$ cat src/rtl/key_debounce.sv
// key_debounce: synchronises and debounces active-low push keys, producing
// one-cycle press/release events and a registered pressed-key bitmask.
//
// Ports:
//   sys_clk50m  in   system clock, rising edge
//   rst_n       in   asynchronous reset, active low
//   key_in      in   raw key pins, active low (0 = pressed), asynchronous
//   key_valid   out  one-cycle pulse when a press has been debounced
//   key_release out  one-cycle pulse when a full release has been debounced
//   key_code    out  pressed-key bitmask (1 = pressed), updated with key_valid
//   key_held    out  high while a debounced press is in effect
module key_debounce #(
  parameter int NUM_KEYS     = 4,
  parameter int CNT_W        = 20,
  parameter int DEBOUNCE_CNT = 1000000
) (
  input  logic                sys_clk50m,
  input  logic                rst_n,
  input  logic [NUM_KEYS-1:0] key_in,
  output logic                key_valid,
  output logic                key_release,
  output logic [NUM_KEYS-1:0] key_code,
  output logic                key_held
);

  localparam logic [CNT_W-1:0] CNT_MAX =
    CNT_W'(DEBOUNCE_CNT - 1);
  localparam logic [CNT_W-1:0] CNT_ONE =
    CNT_W'(1);

  typedef enum logic [1:0] {
    IDLE,
    PRESS_DB,
    PRESSED,
    REL_DB
  } state_t;

  state_t state;
  state_t state_n;

  logic [NUM_KEYS-1:0] sync1;
  logic [NUM_KEYS-1:0] ksync;
  logic [NUM_KEYS-1:0] snap;
  logic [NUM_KEYS-1:0] snap_n;
  logic [NUM_KEYS-1:0] code_n;
  logic [CNT_W-1:0]    cnt;
  logic [CNT_W-1:0]    cnt_n;
  logic                valid_n;
  logic                rel_n;
  logic                held_n;
  logic                all_up;

  // Two-flop synchroniser; idle level of the pins is all ones.
  always_ff @(posedge sys_clk50m or negedge rst_n) begin
    if (!rst_n) begin
      sync1 <= '1;
      ksync <= '1;
    end else begin
      sync1 <= key_in;
      ksync <= sync1;
    end
  end

  assign all_up = &ksync;

  always_ff @(posedge sys_clk50m or negedge rst_n) begin
    if (!rst_n) begin
      state       <= IDLE;
      cnt         <= '0;
      snap        <= '1;
      key_valid   <= 1'b0;
      key_release <= 1'b0;
      key_code    <= '0;
      key_held    <= 1'b0;
    end else begin
      state       <= state_n;
      cnt         <= cnt_n;
      snap        <= snap_n;
      key_valid   <= valid_n;
      key_release <= rel_n;
      key_code    <= code_n;
      key_held    <= held_n;
    end
  end

  always_comb begin
    state_n = state;
    cnt_n   = cnt;
    snap_n  = snap;
    code_n  = key_code;
    valid_n = 1'b0;
    rel_n   = 1'b0;
    unique case (state)
      IDLE: begin
        if (!all_up) begin
          snap_n  = ksync;
          cnt_n   = '0;
          state_n = PRESS_DB;
        end
      end
      PRESS_DB: begin
        // Any change of the key set restarts detection from IDLE.
        if (ksync != snap) begin
          cnt_n   = '0;
          state_n = IDLE;
        end else if (cnt == CNT_MAX) begin
          cnt_n   = '0;
          state_n = PRESSED;
          valid_n = 1'b1;
          code_n  = ~snap;
        end else begin
          cnt_n = cnt + CNT_ONE;
        end
      end
      PRESSED: begin
        // Only a complete release is of interest here.
        if (all_up) begin
          cnt_n   = '0;
          state_n = REL_DB;
        end
      end
      REL_DB: begin
        if (!all_up) begin
          cnt_n   = '0;
          state_n = PRESSED;
        end else if (cnt == CNT_MAX) begin
          cnt_n   = '0;
          state_n = IDLE;
          rel_n   = 1'b1;
        end else begin
          cnt_n = cnt + CNT_ONE;
        end
      end
      default: begin
        cnt_n   = '0;
        state_n = IDLE;
      end
    endcase
    held_n = (state_n == PRESSED) ||
             (state_n == REL_DB);
  end

endmodule

$ cat config.mk
export PLATFORM = sky130hd
export DESIGN_NAME = key_debounce
export DESIGN_NICKNAME = d
export VERILOG_FILES = /design/src/rtl/key_debounce.sv
export SDC_FILE = /design/constraint.sdc
export NUM_CORES = 1
export LEC_CHECK = 0
export BUFFER_PORTS_ARGS = -buffer_cell sky130_fd_sc_hd__buf_4
export CORE_ASPECT_RATIO = 1.75
export CORE_MARGIN = 2
export CORE_UTILIZATION = 35
export CTS_CLUSTER_DIAMETER = 60
export DETAILED_ROUTE_END_ITERATION = 6
export PLACE_DENSITY = 0.5
export SLEW_MARGIN = 20
export SYNTH_ARGS = -nofsm -noshare
export SYNTH_HDL_FRONTEND = slang
export SYNTH_SLANG_ARGS = --single-unit
export TNS_END_PERCENT = 100
$ cat constraint.sdc
create_clock -name sys_clk50m -period 1.85 [get_ports sys_clk50m]
set_input_delay 0.2775 -clock sys_clk50m [delete_from_list [all_inputs] [get_ports sys_clk50m]]
set_output_delay 0.2775 -clock sys_clk50m [all_outputs]
set_load 0.01 [all_outputs]
==> results.tsv <==
metric	value	unit
synth_cell_types	42	
dr.pass1.iters	4	
drv_slew	0	
drive_gt1_frac	0.361	
cp.required	2.08	ns
status	complete, no violations	
cp_max_fo	7	
dp_hpwl	3050	um
setup_tns	0	ns
root_buffer	clkbuf_8	
cts.sinks	41	
rsz0062_at_grt	yes	
vias	1606	
yosys_register_bits	41	
avgSynthCellArea	10.4	um2
synth_common_cells	dfrtp_1 (29), nand2_1 (19), nand3_1 (13), dfstp_2 (12)	
nFillCells	540	
synthAdderAreaFrac	0.00622	
p_per_area	864	mW/mm2
gp_congestion	0.780	
ff2ff_path_depth	7	
placed_area	0.00231	mm2
drc	0	
synthMuxAreaShare	0.0572	
groute.usage.overall	0.150	
finalSetupViolCount	0	
yosysMostFrequentCell	dfrtp_1	
max_freq	0.552	GHz
ctsHtreeMaxLevel	2	
diodes	0	
dp.cells	291	
netlist_area	0.00201	mm2
overflow	0	
grt_pass1_wl	7310	um
worstHoldPathCells	1	
die_width	61.3	um
areaGrowthSynthToFinish	27.9	%
period_share	0.980	
cts_buffers	5	
fin_area	0.00257	mm2
clk_pin_slew_worst_paths	0.09	ns
synth_top_area_cell	dfrtp_1	
crit_type	flip-flop to flip-flop	
rr_startpoint	ksync[0]$_DFF_PN1_	
grt_start_max_net_pins	42	
crit-reg2reg-capture	cnt[1]$_DFFE_PN0P_	
tightest_slew	0.501	ns
post-route-util	0.464	
synth_top_family_by_area	simple AND/OR/NAND/NOR gates	
crit_arrival	2.04	ns
insertion_delay	0.30	ns
peakVddDrop	0.478	mV
hold_slack	0.0875	ns
rows	36	
fin_cells	306	
syn_nets	200	
numPortBuffers	12	
holdPathEnd	sync1[2]$_DFF_PN1_	
fp.dieH	104	um
drt_iter0_markers	57	
yosysWarnings	0	
viasPerCell	5.25	
hold_viol	0	
start_util	0.363	
synth_area_leaders	dfrtp_1 (36%), dfstp_2 (16%), nand2_1 (3.5%)	
antenna_found_initial	0	
cp-end-kind	flip-flop	
ys_seq_area_frac	0.518	
worstHoldStart	key_in[2]	
wl	4370	um
cts_tree	built	
cp-start-kind	flip-flop	
core	0.00554	mm2
async_flop_share	1.00	
synth_compound_area_frac	0.119	
synthXorXnorAreaFrac	0.0261	
cts_buffer_depth	2	
synth_simple_gate_area_frac	0.235	
grt_pass1_vias	1585	
dieArea	0.00639	mm2
hold_class	input pin to flip-flop	
fin_worst_skew	0.0112	ns
synth_ff_type	dfrtp_1	
p_leak	1.14	nW
route.detailed.wl_per_inst	14.3	um
fin_crit	1.81	ns
nets	236	
ant_nets	0	
synth_top_area_frac	0.361	
reg2reg_slack	0.04	ns
num_io_pins	13	
synthCells	193	
slew_headroom	0.666	
synth-edff-count	0	
drv_cap	0	
-- layout make-up --
class / instances / area [um2] / area share
Tap cell: 76 / 95.1 / 0.0370
Multi-Input combinational cell: 133 / 963 / 0.375
Clock buffer: 5 / 68.8 / 0.0268
Sequential cell: 41 / 1040 / 0.406
Timing Repair Buffer: 39 / 320 / 0.125
Clock inverter: 3 / 46.3 / 0.0180
Inverter: 9 / 33.8 / 0.0131
-- state kept, by name, summed over array words and instances, names as in the netlist --
name,count
ksync,4
cnt,20
key_valid,1
key_release,1
key_code,4
sync1,4
key_held,1
state,2
snap,4
-- power by group --
group	internal, mW	total, mW	switching, mW
combinational	0.219	0.411	0.192
clock	0.404	0.731	0.327
sequential	1.01	1.08	0.0731
total	1.63	2.22	0.593
-- worst max path at each step --
stage | start | endpoint | slack, ns | depth (start not counted)
3_5_place_dp | ksync[2]$_DFF_PN1_ | cnt[16]$_DFFE_PN0P_ | -0.16 | 6
5_1_grt | ksync[1]$_DFF_PN1_ | cnt[1]$_DFFE_PN0P_ | -0.07 | 7
3_3_place_gp | ksync[2]$_DFF_PN1_ | cnt[16]$_DFFE_PN0P_ | -0.12 | 6
6_report | ksync[0]$_DFF_PN1_ | cnt[1]$_DFFE_PN0P_ | 0.04 | 7
4_1_cts | ksync[1]$_DFF_PN1_ | cnt[15]$_DFFE_PN0P_ | 0.01 | 6
2_1_floorplan | cnt[0]$_DFFE_PN0P_ | cnt[12]$_DFFE_PN0P_ | 0.17 | 6
-- per-stage QoR --
step	power, mW	worst slack [ns]
global route	2.33	-0.0729
finish	2.22	0.0373
detailed placement	1.43	-0.155
floorplan	1.31	0.167
CTS	2.17	0.0110
global placement	1.42	-0.118
-- worst max-delay path, cell delays in order (launching register included) --
cell     delay [ns]
dfstp_2        0.53
buf_4          0.10
xnor2_1        0.10
nand4_1        0.23
o21ai_4        0.30
buf_6          0.17
and2_4         0.16
a22o_1         0.13
-- routing by layer --
layer  up-vias  global-route usage  wire length [um]
li1        782                   -                 -
met1       798               0.179              1780
met2        20               0.251              2430
met3         6              0.0299                89
met4         0              0.0637                76
met5         -                   0                 0
-- layout by cell type (no fill, tap or decap), types with 4 or more instances in the layout --
master,instances
buf_6,4
a31oi_1,5
mux2i_1,7
and4_1,5
nor2_1,7
dfstp_2,12
nand4_1,9
mux2_2,4
a21oi_1,4
and3_1,5
dfrtp_1,27
nand3_1,13
o211ai_1,5
clkbuf_8,5
inv_1,9
buf_4,32
nand2_1,18
-- logic make-up after synthesis --
logic type      after synthesis
compound gates               33
xor+xnor                      6
fa+ha+maj                     1
buf+inv                      19
flops                        41
mux                          11
simple gates                 82
-- timing repair --
| item | 4_1_cts | 5_1_grt |
|---|---|---|
| gates resized for setup | 4 | 18 |
| endpoints found under the hold margin | 29 | 0 |
| pin swaps | 0 | 10 |
| hold buffers | 1 | 0 |
| setup endpoints to repair | 21 | 22 |
| setup buffers | 0 | 6 |
| cloned | 0 | 1 |
Power figures use the tool's default switching activity.
